<file path="src/rtl/lutram_request_ctrl.sv">
// lutram_request_ctrl
//   Request front-end for single_port_lutram. Accepts read and byte-masked
//   write requests over a valid/ready handshake, drives every LUTRAM access
//   port, and registers the LUTRAM's combinational read data into a one-entry
//   response stage with its own valid/ready handshake. After every reset the
//   block sweeps all sets to zero before it accepts a request.
//
//   Optional feature (compile-time macro LUTRAM_REQUEST_CTRL_WRITE_ACK_EN):
//   accepted writes also return a response. The response carries the merged
//   entry: new data on lanes whose mask bit is set, the pre-write contents on
//   the other lanes.
//
// Ports
//   clk_in, reset_in          clock, synchronous active-high reset
//   request_*                 upstream request channel (valid/ready, write,
//                             addr, byte mask, data)
//   response_*                downstream response channel (valid/ready, data)
//   init_done_out             zero sweep complete
//   lutram_*_out              to single_port_lutram access ports
//   lutram_read_entry_in      LUTRAM combinational read data

`ifndef BYTE_LEN_IN_BITS
`define BYTE_LEN_IN_BITS 8
`endif

module lutram_request_ctrl #(
    parameter int SINGLE_ENTRY_SIZE_IN_BITS = 64,
    parameter int NUM_SET                   = 64,
    parameter int SET_PTR_WIDTH_IN_BITS     = $clog2(NUM_SET),
    parameter int WRITE_MASK_LEN            = SINGLE_ENTRY_SIZE_IN_BITS / `BYTE_LEN_IN_BITS
) (
    input  logic                                 clk_in,
    input  logic                                 reset_in,

    input  logic                                 request_valid_in,
    output logic                                 request_ready_out,
    input  logic                                 request_write_in,
    input  logic [SET_PTR_WIDTH_IN_BITS-1:0]     request_addr_in,
    input  logic [WRITE_MASK_LEN-1:0]            request_mask_in,
    input  logic [SINGLE_ENTRY_SIZE_IN_BITS-1:0] request_data_in,

    output logic                                 response_valid_out,
    input  logic                                 response_ready_in,
    output logic [SINGLE_ENTRY_SIZE_IN_BITS-1:0] response_data_out,

    output logic                                 init_done_out,

    output logic                                 lutram_access_en_out,
    output logic [WRITE_MASK_LEN-1:0]            lutram_write_en_out,
    output logic [SET_PTR_WIDTH_IN_BITS-1:0]     lutram_set_addr_out,
    output logic [SINGLE_ENTRY_SIZE_IN_BITS-1:0] lutram_write_entry_out,
    input  logic [SINGLE_ENTRY_SIZE_IN_BITS-1:0] lutram_read_entry_in
);

    localparam int BYTE_BITS = `BYTE_LEN_IN_BITS;
    localparam logic [SET_PTR_WIDTH_IN_BITS-1:0] LAST_SET = SET_PTR_WIDTH_IN_BITS'(NUM_SET - 1);

    typedef enum logic {
        INIT,
        IDLE
    } state_t;

    state_t                               state;
    logic [SET_PTR_WIDTH_IN_BITS-1:0]     init_count;
    logic                                 request_accept;
    logic                                 response_load;
    logic [SINGLE_ENTRY_SIZE_IN_BITS-1:0] response_next;

    // The reset term keeps a request presented in the reset cycle from being
    // handshaken or reaching the LUTRAM while the state register is reloaded.
    assign request_ready_out = !reset_in && (state == IDLE) &&
                               (!response_valid_out || response_ready_in);
    assign request_accept    = request_valid_in && request_ready_out;

`ifdef LUTRAM_REQUEST_CTRL_WRITE_ACK_EN
    // Every accepted request produces a response; a write returns the entry
    // as it will read after the write lands.
    assign response_load = request_accept;

    always_comb begin
        response_next = lutram_read_entry_in;
        if (request_write_in) begin
            for (int i = 0; i < WRITE_MASK_LEN; i++) begin
                if (request_mask_in[i]) begin
                    response_next[i*BYTE_BITS +: BYTE_BITS] = request_data_in[i*BYTE_BITS +: BYTE_BITS];
                end
            end
        end
    end
`else
    assign response_load = request_accept && !request_write_in;
    assign response_next = lutram_read_entry_in;
`endif

    // LUTRAM port drive: the zero sweep owns the ports during INIT, the
    // request channel owns them in IDLE.
    always_comb begin
        // NOTE: every output gets a default before the branches so no path
        // leaves one unassigned and infers a latch.
        lutram_access_en_out   = 1'b0;
        lutram_write_en_out    = '0;
        lutram_set_addr_out    = request_addr_in;
        lutram_write_entry_out = request_data_in;
        if (!reset_in) begin
            if (state == INIT) begin
                lutram_access_en_out   = 1'b1;
                lutram_write_en_out    = '1;
                lutram_set_addr_out    = init_count;
                lutram_write_entry_out = '0;
            end else begin
                lutram_access_en_out = request_accept;
                if (request_accept && request_write_in) begin
                    lutram_write_en_out = request_mask_in;
                end
            end
        end
    end

    // NOTE: the LUTRAM array itself has no reset port; its contents are
    // cleared by the sweep below, one set per cycle, after each reset.
    always_ff @(posedge clk_in) begin
        // NOTE: sequential state uses non-blocking assignments so every
        // register samples pre-edge values regardless of statement order.
        if (reset_in) begin
            state              <= INIT;
            init_count         <= '0;
            init_done_out      <= 1'b0;
            response_valid_out <= 1'b0;
            response_data_out  <= '0;
        end else begin
            case (state)
                INIT: begin
                    // The counter parks on the last set instead of wrapping.
                    if (init_count == LAST_SET) begin
                        state         <= IDLE;
                        init_done_out <= 1'b1;
                    end else begin
                        init_count <= init_count + SET_PTR_WIDTH_IN_BITS'(1);
                    end
                end
                IDLE: begin
                    // A new load wins over a drain in the same cycle, which
                    // keeps valid high across back-to-back reads.
                    if (response_load) begin
                        response_valid_out <= 1'b1;
                        response_data_out  <= response_next;
                    end else if (response_ready_in) begin
                        response_valid_out <= 1'b0;
                    end
                end
                default: state <= INIT;
            endcase
        end
    end

endmodule

</file>
<file path="config.mk">
export PLATFORM = sky130hd
export DESIGN_NAME = lutram_request_ctrl
export DESIGN_NICKNAME = d
export VERILOG_FILES = /design/src/rtl/lutram_request_ctrl.sv
export SDC_FILE = /design/constraint.sdc
export NUM_CORES = 1
export LEC_CHECK = 0
export BUFFER_PORTS_ARGS = -buffer_cell sky130_fd_sc_hd__buf_2
export CORE_AREA = 2 2 113 115
export CTS_CLUSTER_DIAMETER = 40
export CTS_CLUSTER_SIZE = 20
export DETAILED_ROUTE_END_ITERATION = 10
export DIE_AREA = 0 0 115 117
export SLEW_MARGIN = 0
export SYNTH_ARGS = -nofsm -noshare
export SYNTH_HDL_FRONTEND = slang
export SYNTH_SLANG_ARGS = --single-unit
export TNS_END_PERCENT = 5
</file>
<file path="constraint.sdc">
create_clock -name clk_in -period 2.4 [get_ports clk_in]
set_input_delay 0.48 -clock clk_in [delete_from_list [all_inputs] [get_ports clk_in]]
set_output_delay 0.48 -clock clk_in [all_outputs]
set_load 0.05 [all_outputs]
</file>
==> results.md, run 1 <==
* Status: completed
* ANT nets after route at 0
* CP Launch Type: flip-flop
* Die height at 117 um
* CTS tree: yes
* Starting Density at 29.49%
* NumNets Final at 854
* First-pass GRT wire length at 20,090 um
* Die area at 13,460 sq um
* Setup_tns at 0 ns
* First drt pass iteration count at 4
* Synthesized Nets at 589
* Pins over their slew limit at 0
* Detailed Route WL at 14,430 um
* Sw Share at 29.35%
* Number of synthesized flops with an enable pin at 0
* Placed Area at 5129 sq um
* Cell area after layout at 5523 sq um
* Number of DRC markers in iteration 0 at 214
* Mean Syn Cell Area at 8.234 sq um
* Total track usage at 19.36%
* FF-to-FF End: response_data_out[33]
* Skew final at 0.004087 ns
* Core area at 12,310 sq um
* Area growth from synthesis to layout at 52.10%
* RSZ-0062 raised after global routing: false
* Hold buffers post-CTS at 0
* Ys flop type: dfxtp_1
* Register area share after synthesis at 40.25%
* Synth cell types at 35
* Syn Std Cell Area at 3631 sq um
* Post-synth top area share at 40.25%
* Least-Margin Pin Slew at 0.7015 ns
* R2R depth at 4
* Routed vias at 4,319
* Top cells by area, synth: dfxtp_1 (40%), o311ai_0 (16%), and2_1 (11%), o21ai_1 (8.0%), inv_1 (6.7%)
* CP Max Fanout at 46
* Detailed placer's ending HPWL at 10,740 um
* Drt drc at 0
* Clock slew at reported path FFs at 0.06 ns
* I/O pin count at 293
* Hold Vio Cnt, Final at 0
* Leak Pwr at 2.927 nW
* Clk pwr share at 43.5%
* Hold path start: lutram_read_entry_in[47]
* Max Cap Viol at 0
* Setup violations, final at 0
* Part of the power in registers at 36.4%
* Synth async-reset ratio at 0%
* Mapped Cells at 441
* Slew HR at 53.23%
* Row count at 41
* Drt wl/cell at 16.68 um
* Buffers added on ports at 292
* Peak VDD IR at 0.0002639 V
* Most common library cells after synthesis: dfxtp_1 (73), and2_1 (65), inv_1 (65), o311ai_0 (65), o21ai_1 (58)
* Final Critical Period at 2.304 ns
* Cell-internal power at 2.454 mW
* WP data required at 1.92 ns
* Vias in the first global route at 3,884
* Final period utilization at 96.01%
* Dominant cell by count in the synthesized netlist: dfxtp_1
* WP data arrival at 1.82 ns
* Largest net degree at the start of global routing at 71
* Layout cells sized above 1 at 46.41%
* Cell area power density at 628.9 nW/um^2
* Multi-input logic area at 1695 sq um
* Reg area at 1461 sq um
* Worst Setup Path Type: reg2out
* Synth area leader: dfxtp_1
* RePlAce Congestion at 0.8728
* Post-layout util at 44.86%
* Hold Path Class: in2reg
* DR vias/cell at 4.993
* Total gr overflow at 0
* Initial antenna violation count at 4
* Fill cells at 1,258
* Synthesized flop and latch total at 73
* Clock sink count at 73
* CTS Buffer Depth at 2
* Combinational Power Share at 20.1%
* Synthesis Warnings at 0
* Clock root cell: clkbuf_16
* Worst R2R Start: response_valid_out
* Clock latency on the worst-skew pair at 0.33 ns
* FMAX at 434.0 MHz
* Critical path endpoint category: output port
* Die Wd at 115 um
* End point of the critical path: lutram_set_addr_out[0]
* Setup crit start: state
* Reg2reg setup slack at 0.33 ns
* Sw power at 1.019 mW
* H-tree Lvls at 3
* CTS buffer count at 9
power groups by stage:
stage	logic, mW	clock network (mW)	registers, mW
after CTS	0.700	1.55	1.26
final	0.699	1.51	1.26
after floorplan	0.458	0	1.28
after global routing	0.745	1.60	1.27
after global placement	0.683	0	1.29
after detailed placement	0.689	0	1.29
layout make-up:
class                      instances  area share, %
inverter                          67          4.599
timing repair buffer             301          28.50
multi-input combinational        254          30.70
clock inverter                     4          1.337
tap                              150          3.398
antenna                            4         0.1812
sequential                        73          26.46
clock buffer                      12          4.826
registers in the layout, summed over array words and instances, names as in the netlist:
signal / flops
response_data_out: 64
init_count: 6
response_valid_out: 1
init_done_out: 1
state: 1
stage by stage:
step           worst slack, ns  std cells  total power, mW  hold slack, ns
2_1_floorplan          -0.1198        441            1.735          0.4721
3_3_place_gp            0.1923        844            1.971          0.4478
3_5_place_dp            0.1079        844            1.978          0.4734
4_1_cts                0.04499        861            3.511          0.3758
5_1_grt               0.002748        865            3.608          0.3872
6_report               0.09566        865            3.473          0.3874
cell usage in the layout, fill, tap and decap left out, drive strengths merged, types with 4 or more instances in the layout:
cell type  instances
o311ai            65
nand2             14
dfxtp             73
mux2               6
a31oi              4
buf              300
o21ai             74
clkbuf            12
diode              4
and2              65
inv               67
metal layers:
layer  vias up  wire length [um]  track usage (%)
met5         -                 0                0
met4         0               444            9.639
met3        27               823            2.781
met2       178              7102            33.06
met1      2023              6060            23.97
li1       2091                 -                -
worst max-delay path, stage by stage, from the launching register on:
cell     delay, ns
dfxtp_1       0.37
inv_4         0.06
buf_8         0.18
nand2_2       0.13
buf_12        0.19
mux2_2        0.35
buf_2         0.21
worst min path at each step:
stage,to,slack (ns),cells past startpoint
floorplan,init_count[2],0.47,1
global placement,init_done_out,0.45,1
detailed placement,init_done_out,0.47,1
CTS,response_data_out[0],0.38,3
global route,response_data_out[18],0.39,3
finish,response_data_out[47],0.39,3
kinds of logic after synthesis:
group | share of synthesized area, %
compound gates | 28.02
fa+ha+maj | 0.3445
buf+inv | 13.51
flops | 40.25
mux | 1.861
simple gates | 16.02
repair_timing:
action                                 CTS  global route
cloned                                   1             0
endpoints found under the hold margin    0             0
setup buffers                            0             0
gates resized for setup                  2             1
setup endpoints to repair               10            42
No activity file was read; power rests on OpenSTA's default activity.
==> run 2: changes to the inputs <==
--- a/config.mk
+++ b/config.mk
@@ -11,6 +11,8 @@
 export CTS_CLUSTER_SIZE = 20
 export DETAILED_ROUTE_END_ITERATION = 10
 export DIE_AREA = 0 0 115 117
+export GPL_ROUTABILITY_DRIVEN = 0
+export RECOVER_POWER = 100
 export SLEW_MARGIN = 0
 export SYNTH_ARGS = -nofsm -noshare
 export SYNTH_HDL_FRONTEND = slang
==> constraint.sdc (replaced) <==
create_clock -name clk_in -period 2.4 [get_ports clk_in]
set_input_delay 0.12 -clock clk_in [delete_from_list [all_inputs] [get_ports clk_in]]
set_output_delay 0.12 -clock clk_in [all_outputs]
set_load 0.05 [all_outputs]
==> results.md, run 2 (synthesized netlist as in run 1, its figures left out) <==
* Critical path endpoint category: output port
* Clock latency on the worst-skew pair at 0.33 ns (about the same)
* Buffers added on ports at 292 (unchanged)
* Initial antenna violation count at 3 (-1)
* Setup violations, final at 0 (unchanged)
* Worst Setup Path Type: reg2out
* Max Cap Viol at 0 (unchanged)
* Top reg by flops: response_data_out
* Largest net degree at the start of global routing at 81 (+14%)
* FMAX at 453.6 MHz (+4.5%)
* First-pass GRT wire length at 19,750 um (-1.7%)
* Largest register FFs at 64 (unchanged)
* NumNets Final at 850 (-0.47%)
* Hold Path Class: in2reg
* Starting Density at 29.49% (unchanged)
* Die height at 117 um (unchanged)
* Cts repair resizes at 0 (-2)
* CP Max Fanout at 19 (-59%)
* CTS buffer count at 9 (unchanged)
* Row count at 41 (unchanged)
* CTS tree: yes
* Most frequent cells in the layout: buf_2 (148), clkbuf_1 (136), dfxtp_1 (72)
* Hold buffers post-CTS at 0 (unchanged)
* Peak VDD IR at 0.0002547 V (-3.5%)
* H-tree Lvls at 3 (unchanged)
* Post-layout util at 42.47% (-2.4 points)
* CP Launch Type: flip-flop
* Die area at 13,460 sq um (unchanged)
* Skew final at 0.005280 ns (+0.001193 ns)
* Setup_tns at 0 ns (unchanged)
* WP data arrival at 2.08 ns (+0.26 ns)
* Routed vias at 4,249 (-1.6%)
* Status: completed
* WP data required at 2.28 ns (+0.36 ns)
* Biggest registers after layout: response_data_out: 64 flops, init_count: 6 flops
* First drt pass iteration count at 5 (+1)
* Vias in the first global route at 3,932 (+1.2%)
* Area growth from synthesis to layout at 44.00%
* Total gr overflow at 0 (unchanged)
* I/O pin count at 293 (unchanged)
* Fill cells at 1,370 (+8.9%)
* Number of DRC markers in iteration 0 at 229 (+7.0%)
* Most common cell after layout, fill and taps aside: buf_2
* Leak Pwr at 2.323 nW (-21%)
* Drt drc at 0 (unchanged)
* Final Critical Period at 2.204 ns (-0.09995 ns)
* Drt wl/cell at 16.37 um (-1.9%)
* Layout cells sized above 1 at 26.67% (-20 points)
* Clock root cell: clkbuf_16
* Detailed placer's ending HPWL at 10,660 um (-0.79%)
* ANT nets after route at 0 (unchanged)
* Core area at 12,310 sq um (unchanged)
* Clock slew at reported path FFs at 0.06 ns (about the same)
* R2R depth at 4 (unchanged)
* Multi-input logic area at 1692 sq um (-0.22%)
* Slew HR at 41.66% (-12 points)
* Clock sink count at 73 (unchanged)
* Hold Path Depth at 3 (unchanged)
* Least-Margin Pin Slew at 0.8750 ns (+0.1735 ns)
* RSZ-0062 raised after global routing: false
* Post-CTS setup buffer count at 0 (unchanged)
* Detailed Route WL at 14,050 um (-2.7%)
* Cell area power density at 618.5 nW/um^2 (-1.7%)
* Final period utilization at 91.85% (-4.2 points)
* CTS Buffer Depth at 2 (unchanged)
* Reg area at 1463 sq um (about the same)
* Hold Vio Cnt, Final at 0 (unchanged)
* Die Wd at 115 um (unchanged)
* Pins over their slew limit at 0 (unchanged)
* DR vias/cell at 4.952 (-0.82%)
* Total track usage at 18.92% (-0.44 points)
==> run 2: final timing paths <==
check / startpoint / endpoint / slack [ns]
worst max register to register: state / response_data_out[7] / 0.50
worst min-delay path: lutram_read_entry_in[9] / response_data_out[9] / 0.04
worst min register to register: response_valid_out / response_valid_out / 0.48
worst max-delay path: state / lutram_write_en_out[7] / 0.20
==> run 2: per-layer routing <==
metal | up-vias | global-route usage, % | part of all wire, %
met5 | - | 0 | 0
li1 | 2074 | - | -
met4 | 0 | 7.791 | 1.9
met3 | 20 | 5.149 | 6.6
met1 | 1982 | 22.13 | 41
met2 | 173 | 32.86 | 51
==> run 2: report_power, final <==
part | switching (mW) | internal (mW)
Clock | 0.484 | 0.819
Sequential | 0.0311 | 1.23
Combinational | 0.470 | 0.198
Total | 0.985 | 2.25
==> run 2: through the flow <==
| step | setup slack [ns] | instance area (sq um) | hold slack [ns] | std cells | total power [mW] |
|---|---|---|---|---|---|
| floorplan | 0.2402 | 3631 | 0.2549 | 441 | 1.735 |
| global placement | 0.5021 | 5106 | 0.3612 | 841 | 1.971 |
| finish | 0.1956 | 5229 | 0.03861 | 858 | 3.234 |
| global route | 0.09106 | 5226 | 0.04219 | 857 | 3.379 |
| detailed placement | 0.4495 | 5106 | 0.3699 | 841 | 1.977 |
| CTS | 0.07858 | 5391 | 0.01388 | 855 | 3.287 |
==> run 2: area by class of cell <==
type	instances	share of cell area, %
multi-input cells	254	32.35
flip-flops and latches	73	27.97
repair buffers	297	25.63
inverters	67	4.858
clock buffers	11	4.642
well taps	150	3.589
clock inverters	3	0.8136
diodes	3	0.1436
==> run 2: critical path: stages (launching register included) <==
cell and delay [ns]:
dfxtp_2 0.42, inv_4 0.13, or4b_1 0.69, o21ai_1 0.21, clkbuf_2 0.30
